[src/rtl/comparador_pkg.sv]
// Shared result codes and FSM encoding for the serial magnitude comparator.
package comparador_pkg;

   localparam logic [2:0] COM_GT   = 3'b001;
   localparam logic [2:0] COM_LT   = 3'b010;
   localparam logic [2:0] COM_EQ   = 3'b100;
   localparam logic [2:0] COM_NONE = 3'b000;

   typedef enum logic [1:0] {
      IDLE = 2'b00,
      RUN  = 2'b01,
      DONE = 2'b10
   } state_t;

endpackage

[src/rtl/comparador_chunk.sv]
// Combinational unsigned compare of one CHUNK-bit slice, one-hot gt/lt/eq.
module comparador_chunk #(
   parameter int CHUNK = 2
) (
   input  logic [CHUNK-1:0] a,
   input  logic [CHUNK-1:0] b,
   output logic             gt,
   output logic             lt,
   output logic             eq
);

   assign gt = (a > b);
   assign lt = (a < b);
   assign eq = (a == b);

endmodule

[src/rtl/comparador_serial.sv]
// Serial MSB-first comparator, CHUNK bits per cycle, signed or unsigned.
// Define COMPARADOR_EARLY_EXIT_EN to stop at the first differing slice.
import comparador_pkg::*;

module comparador_serial #(
   parameter int W     = 8,
   parameter int CHUNK = 2
) (
   input  logic         clk,
   input  logic         rst,
   input  logic         start,
   input  logic [W-1:0] a,
   input  logic [W-1:0] b,
   input  logic         sgn,
   output logic         busy,
   output logic         done,
   output logic [2:0]   com
);

   localparam int N  = W / CHUNK;
   localparam int IW = (N > 1) ? $clog2(N) : 1;
   localparam logic [IW-1:0] LAST = IW'(N - 1);

   state_t           st;
   logic [IW-1:0]    idx;
   logic [W-1:0]     ra;
   logic [W-1:0]     rb;
   logic [CHUNK-1:0] sla;
   logic [CHUNK-1:0] slb;
   logic             cgt;
   logic             clt;
   logic             ceq;
`ifndef COMPARADOR_EARLY_EXIT_EN
   logic             fnd;
   logic             fgt;
`endif

   // slice idx=0 is the MSB slice
   assign sla = CHUNK'(ra >> (CHUNK * (N - 1 - int'(idx))));
   assign slb = CHUNK'(rb >> (CHUNK * (N - 1 - int'(idx))));

   comparador_chunk #(
      .CHUNK (CHUNK)
   ) u_chunk (
      .a  (sla),
      .b  (slb),
      .gt (cgt),
      .lt (clt),
      .eq (ceq)
   );

   always_ff @(posedge clk) begin
      if (rst) begin
         st   <= IDLE;
         busy <= 1'b0;
         done <= 1'b0;
         com  <= COM_NONE;
         idx  <= '0;
         ra   <= '0;
         rb   <= '0;
`ifndef COMPARADOR_EARLY_EXIT_EN
         fnd  <= 1'b0;
         fgt  <= 1'b0;
`endif
      end else begin
         done <= 1'b0;
         unique case (st)
            IDLE, DONE: begin
               if (start) begin
                  // flipping the sign bit maps signed order onto unsigned
                  ra   <= {a[W-1] ^ sgn, a[W-2:0]};
                  rb   <= {b[W-1] ^ sgn, b[W-2:0]};
                  idx  <= '0;
                  st   <= RUN;
                  busy <= 1'b1;
`ifndef COMPARADOR_EARLY_EXIT_EN
                  fnd  <= 1'b0;
                  fgt  <= 1'b0;
`endif
               end else begin
                  st <= IDLE;
               end
            end
            RUN: begin
               idx <= idx + 1'b1;
`ifdef COMPARADOR_EARLY_EXIT_EN
               if (!ceq || idx == LAST) begin
                  st   <= DONE;
                  busy <= 1'b0;
                  done <= 1'b1;
                  idx  <= '0;
                  com  <= cgt ? COM_GT : (clt ? COM_LT : COM_EQ);
               end
`else
               if (!fnd && !ceq) begin
                  fnd <= 1'b1;
                  fgt <= cgt;
               end
               if (idx == LAST) begin
                  st   <= DONE;
                  busy <= 1'b0;
                  done <= 1'b1;
                  idx  <= '0;
                  if (fnd)
                     com <= fgt ? COM_GT : COM_LT;
                  else
                     com <= cgt ? COM_GT : (clt ? COM_LT : COM_EQ);
               end
`endif
            end
            default: begin
               st   <= IDLE;
               busy <= 1'b0;
            end
         endcase
      end
   end

endmodule

[config.mk]
export PLATFORM = sky130hd
export DESIGN_NAME = comparador_serial
export DESIGN_NICKNAME = d
export VERILOG_FILES = /design/src/rtl/comparador_pkg.sv /design/src/rtl/comparador_chunk.sv /design/src/rtl/comparador_serial.sv
export SDC_FILE = /design/constraint.sdc
export NUM_CORES = 1
export LEC_CHECK = 0
export CAP_MARGIN = 20
export CORE_ASPECT_RATIO = 1.75
export CORE_UTILIZATION = 49
export DETAILED_ROUTE_END_ITERATION = 6
export GPL_TIMING_DRIVEN = 1
export PLACE_DENSITY = 0.77
export SYNTH_ARGS = -nofsm -noshare
export SYNTH_HDL_FRONTEND = slang
export SYNTH_SLANG_ARGS = --single-unit
[constraint.sdc]
create_clock -name clk -period 2.15 [get_ports clk]
set_input_delay 0.3225 -clock clk [delete_from_list [all_inputs] [get_ports clk]]
set_output_delay 0.3225 -clock clk [all_outputs]
set_load 0.03 [all_outputs]
==> flow_metrics.tcl, run 1 <==
set metrics [dict create \
    status "finished clean" \
    start_util_pct 51.8 \
    hold_viol 0 \
    critPathKind "flip-flop to flip-flop" \
    synth_cell_type_count 29 \
    async_flop_share_pct 0 \
    hp-class "flip-flop to flip-flop" \
    combPwrFrac_pct 17.3 \
    synth-seq-cells 27 \
    multi_input_area_um2 573 \
    antenna_found_initial 0 \
    synth_flop_cell "dfxtp_1" \
    leakage_nw 0.551 \
    cts_made_buffers 3 \
    setup_tns_ps 0 \
    final_common_cell "nand2_1" \
    post_route_cells_drive_above_1_share_pct 9.15 \
    clk_pin_slew_ps 90 \
    crit_arrival_ps 2130 \
    placed_cell_area_mm2 0.00142 \
    dp_hpwl_um 1760 \
    syn_area_mm2 0.00118 \
    seq_area_um2 543 \
    finalCritPeriodShare_pct 90.7 \
    avgSynthCellArea_um2 9.07 \
    io_buffers 24 \
    die_y_um 66.9 \
    routed_via_density 5.47 \
    grt_pass1_vias 899 \
    synth_edf_count 0 \
    synth_nets 153 \
    wl_per_cell_um 13.0 \
    num-fill-cells 199 \
    max_freq_mhz 513 \
    finalClockSkew_ps 5.82 \
    cts_sinks 27 \
    fin_nets 177 \
    hold-worst-slack_ps 460 \
    first_iter_violations 18 \
    switching_share_pct 25.5 \
    drt-pass1-iter-count 4 \
    p_int_w 0.000748 \
    yosysWarnings 0 \
    grt_max_degree 20 \
    ys_top_cells_by_area "dfxtp_1 (46%), nand2_1 (9.9%), a21oi_1 (7.6%)" \
    synth_area_leader_cell "dfxtp_1" \
    vias 973 \
    clockPowerShare_pct 27.7 \
    final-instance-count-excl-fill 178 \
    post_cts_buffers 0 \
    grt_pass1_wl_um 3870 \
    tritoncts "done" \
    die_x_um 39.1 \
    final-setup-viol-count 0 \
    place.gp.congestion 0.754 \
    insertedDiodeCount 0 \
    die_area_mm2 0.00261 \
    cp_max_fo 6 \
    areaGrowthSynthToFinish_pct 24.5 \
    drv_slew 0 \
    cp-end-kind "flip-flop" \
    grt_usage_pct 21.1 \
    syn_inst 130 \
    io_pins 25 \
    wirelength_um 2310 \
    critPathLaunchType "flip-flop" \
    final.min_clock_period_ps 1950 \
    ant_nets 0 \
    grt_overflow 0 \
    p_switching_w 0.000255 \
    cts_htree_levels 1 \
    yosysSeqAreaShare_pct 45.9 \
    clock_latency_ps 270 \
    rsz0062_at_grt "false" \
    postLayoutCellArea_mm2 0.00147 \
    power_frac_seq_pct 55.0 \
    cts_root_buffer "clkbuf_8" \
    irDropWorstVdd_v 0.000511 \
    design.core.area_mm2 0.00227 \
    required_ps 2330 \
    placed_cells 174 \
    placementRows 23 \
    worst_slew_pin_slew_ps 740 \
    drc 0 \
    yosys.area.top_type_share_pct 45.9 \
    cts_buffer_depth 2 \
    p_per_area_mw_per_mm2 684 \
    cap_violations 0 \
    mostFrequentLayoutCells "nand2_1 (31), dfxtp_1 (25), clkdlybuf4s50_1 (24)" \
    maxSlewHeadroom_pct 50.7 \
]
## layer usage
layer  GRT usage (%)  wire length [um]  up-vias
li1                -                 -      493
met1            23.7               937      446
met2            37.9              1270       29
met3            3.00                66        5
met4            7.76                36        0
met5               0                 0        -
## final cells by class
class	count	area share, %
multi-input cells	92	39.0
clock inverters	1	0.341
well taps	25	2.13
inverters	3	0.767
clock buffers	3	2.81
repair buffers	27	17.9
flip-flops and latches	27	37.0
## worst paths after layout
kind              depth (start not counted)  endpoint  slack [ps]    from
setup / recovery                          5    com[2]         200  idx[1]
hold reg to reg                           2     rb[3]         460   rb[3]
hold / removal                            2     rb[3]         460   rb[3]
setup reg to reg                          5    com[2]         200  idx[1]
## per-stage QoR
stage	total power, W	worst slack [ps]	utilization (%)
6_report	0.00100	200	64.6
5_1_grt	0.00106	58.8	64.6
4_1_cts	0.00101	87.7	64.4
3_5_place_dp	0.000736	122	62.4
3_3_place_gp	0.000728	198	62.4
2_1_floorplan	0.000675	263	-
## worst max-delay path, stage by stage (launching register included)
cell      delay, ps
dfxtp_2         420
mux4_2          510
ha_1            330
nor2b_1         160
o21bai_1        120
o41ai_2         320
## kinds of logic (layout without fill, tap and decap cells)
logic type / Yosys count / count (layout) / share of synthesized area (%)
mux: 4 / 4 / 7.64
simple gates: 52 / 52 / 19.9
xor+xnor: 2 / 2 / 1.49
flops: 27 / 27 / 45.9
compound gates: 31 / 31 / 16.5
fa+ha+maj: 3 / 3 / 3.19
buf+inv: 11 / 34 / 5.52
## flip-flops by register name, summed over array words and instances, names as in the netlist
register / flops
fgt: 1
busy: 1
idx: 2
ra: 8
rb: 8
done: 1
fnd: 1
st: 2
com: 3
## power groups by stage
stage               logic [W]  clock network, W  registers [W]
floorplan            0.000119                 0       0.000556
global placement     0.000166                 0       0.000562
detailed placement   0.000173                 0       0.000563
CTS                  0.000174          0.000283       0.000552
global route         0.000196          0.000304       0.000555
finish               0.000173          0.000278       0.000552
## synth_stat cells, types with 2 or more instances
cell / number
buf_6: 2
a21oi_1: 18
nor2_1: 9
buf_2: 4
xnor2_1: 2
o21ai_0: 2
inv_1: 3
nand2_1: 31
a211oi_1: 4
mux4_2: 4
dfxtp_1: 27
ha_1: 3
nor2b_1: 3
nand3b_1: 3
## timing repair
action | 4_1_cts | 5_1_grt
hold buffers | 0 | 0
setup endpoints to repair | 0 | 3
resized for setup | 0 | 2
No activity file was read; power rests on OpenSTA's default activity.
==> inputs of run 2 (changes only) <==
--- a/config.mk
+++ b/config.mk
@@ -11,6 +11,8 @@
 export DETAILED_ROUTE_END_ITERATION = 6
 export GPL_TIMING_DRIVEN = 1
+export HOLD_SLACK_MARGIN = 0.03
 export PLACE_DENSITY = 0.77
 export SYNTH_ARGS = -nofsm -noshare
 export SYNTH_HDL_FRONTEND = slang
+export SYNTH_HIERARCHICAL = 1
 export SYNTH_SLANG_ARGS = --single-unit
==> constraint.sdc (replaced) <==
create_clock -name clk -period 2.15 [get_ports clk]
set_input_delay 0.43 -clock clk [delete_from_list [all_inputs] [get_ports clk]]
set_output_delay 0.43 -clock clk [all_outputs]
set_load 0.03 [all_outputs]
==> run 2 against run 1 <==
Net effect: clock power is essentially flat; maximum frequency shrank 8.0%; sequential cell count is the same; critical endpoint unchanged.
==> flow_metrics.tcl, run 2 <==
set metrics [dict create \
    dp_hpwl_um 1760 \
    die_y_um 66.8 \
    first_iter_violations 6 \
    io_buffers 24 \
    place.gp.congestion 0.789 \
    drc 0 \
    synth-seq-cells 27 \
    syn_inst 131 \
    syn_area_mm2 0.00117 \
    synth_nets 154 \
    ant_nets 0 \
    wirelength_um 2350 \
    start_util_pct 51.7 \
    post_route_cells_drive_above_1_share_pct 14.7 \
    cp.buffers_inverters 0 \
    die_area_mm2 0.00261 \
    grt_pass1_vias 951 \
    yosysWarnings 6 \
    wl_per_cell_um 13.0 \
    yosysMostFrequentCell "nand2_1" \
    cp-end-kind "flip-flop" \
    postLayoutCellArea_mm2 0.00153 \
    combPwrFrac_pct 20.5 \
    synth_edf_count 0 \
    cts_sinks 27 \
    async_flop_share_pct 0 \
    num-fill-cells 192 \
    vias 981 \
    die_x_um 39.0 \
    cp_max_fo 2 \
    cp_top_family "simple AND/OR/NAND/NOR gates" \
    grt_pass1_wl_um 3910 \
    critPathKind "flip-flop to flip-flop" \
    required_ps 2350 \
    cts_root_buffer "clkbuf_8" \
    crit_chain "mux4_2 -> ha_4 -> nand2b_4 -> and2_4 -> or4_4 -> a21oi_1" \
    hold_viol 0 \
    grt_overflow 0 \
    final.min_clock_period_ps 2120 \
    cp_slowest_cell "mux4_2" \
    status "finished clean" \
    yosys.area.top_type_share_pct 46.0 \
    routed_via_density 5.42 \
    drt-pass1-iter-count 3 \
    p_switching_w 0.000264 \
    clock_latency_ps 260 \
    final-setup-viol-count 0 \
    antenna_found_initial 0 \
    tritoncts "done" \
    setup_tns_ps 0 \
    clockPowerShare_pct 26.7 \
    finalClockSkew_ps 2.05 \
    total_power_w 0.00104 \
    switching_share_pct 25.3 \
    fin_nets 180 \
    slowest_delay_ps 540 \
    synth_area_leader_cell "dfxtp_1" \
    reg_top3 "ra (8), rb (8), com (3)" \
    max_freq_mhz 472 \
    ys_top_cells_by_area "dfxtp_1 (46%), nand2_1 (9.6%), a21oi_1 (8.5%)" \
    design.core.area_mm2 0.00227 \
    ys_top_cells_by_count "nand2_1 (30), dfxtp_1 (27), a21oi_1 (20)" \
    synth_cell_type_count 29 \
    maxSlewHeadroom_pct 51.1 \
    hold-worst-slack_ps 458 \
    crit_arrival_ps 2320 \
    areaGrowthSynthToFinish_pct 30.2 \
    placed_cell_area_mm2 0.00144 \
    clk_pin_slew_ps 90 \
    yosysSeqAreaShare_pct 46.0 \
    p_int_w 0.000779 \
    critPathLaunchType "flip-flop" \
    cts_made_buffers 3 \
    avgSynthCellArea_um2 8.97 \
    io_pins 25 \
    finalCritPeriodShare_pct 98.5 \
    cts_htree_levels 1 \
    synth_flop_cell "dfxtp_1" \
    insertedDiodeCount 0 \
    cap_violations 0 \
    worst_slew_pin_slew_ps 733 \
    cts_buffer_depth 2 \
    hp-class "flip-flop to flip-flop" \
    grt_max_degree 21 \
    rsz0062_at_grt "false" \
    final_common_cell "nand2_1" \
    placementRows 23 \
    power_frac_seq_pct 52.7 \
    grt_usage_pct 21.3 \
    p_per_area_mw_per_mm2 681 \
    irDropWorstVdd_v 0.000420 \
    leakage_nw 0.594 \
    mostFrequentLayoutCells "nand2_1 (30), dfxtp_1 (25), clkdlybuf4s50_1 (24)" \
    drv_slew 0 \
    rrSetupSlack_ps 30 \
]
-- run 2: metrics by stage --
stage,utilization [%],cells,setup WS [ps]
global route,67.3,181,0.0555
detailed placement,63.5,177,-55.9
CTS,66.2,181,1.14
finish,67.3,181,31.4
global placement,63.5,177,28.5
floorplan,-,131,5.96
-- run 2: what timing repair did --
item,in CTS,in global routing
endpoints found under the setup margin,3,4
setup buffers,0,0
pin swaps,0,2
resized for setup,3,6
hold buffers,0,0
-- run 2: cell type report --
class                   count  area, um2  area share (%)
inverters                   4       15.0           0.981
repair buffers             29        278            18.2
multi-input cells          92        616            40.2
well taps                  25       31.3            2.04
flip-flops and latches     27        546            35.6
clock buffers               4       45.0            2.94
-- run 2: worst paths after layout --
check	from	to	cells after the start
max	idx[1]	com[2]	6
min	ra[5]	ra[5]	2
max reg2reg	idx[1]	com[2]	6
min reg2reg	ra[5]	ra[5]	2
-- run 2: layer usage --
metal / GRT usage, % / up-vias / part of all wire, %
li1: - / 493 / -
met1: 21.7 / 466 / 40
met2: 39.8 / 18 / 57
met3: 3.00 / 4 / 2.0
met4: 9.48 / 0 / 1.6
met5: 0 / - / 0
-- run 2: power by group through the flow --
| stage | logic, W | registers [W] | clock network, W |
|---|---|---|---|
| after CTS | 0.000193 | 0.000550 | 0.000287 |
| after detailed placement | 0.000188 | 0.000561 | 0 |
| after global routing | 0.000237 | 0.000554 | 0.000304 |
| final | 0.000214 | 0.000550 | 0.000279 |
| after floorplan | 0.000123 | 0.000556 | 0 |
| after global placement | 0.000178 | 0.000560 | 0 |
-- run 2: cell families after synthesis --
logic type | Yosys count | share of synthesized area (%)
AOI/OAI and AO/OA | 26 | 12.0
xor gates and xnor gates | 2 | 1.49
buffers and inverters | 12 | 4.68
muxes | 6 | 9.48
adders and majority gates | 3 | 3.20
and+or+nand+nor | 55 | 23.1
DFF | 27 | 46.0
-- run 2: tightest hold or removal path, delay by kind of cell, from the launching register on --
family          cells  cell delay, ps
flops               1             320
simple gates        1              50
compound gates      1              50
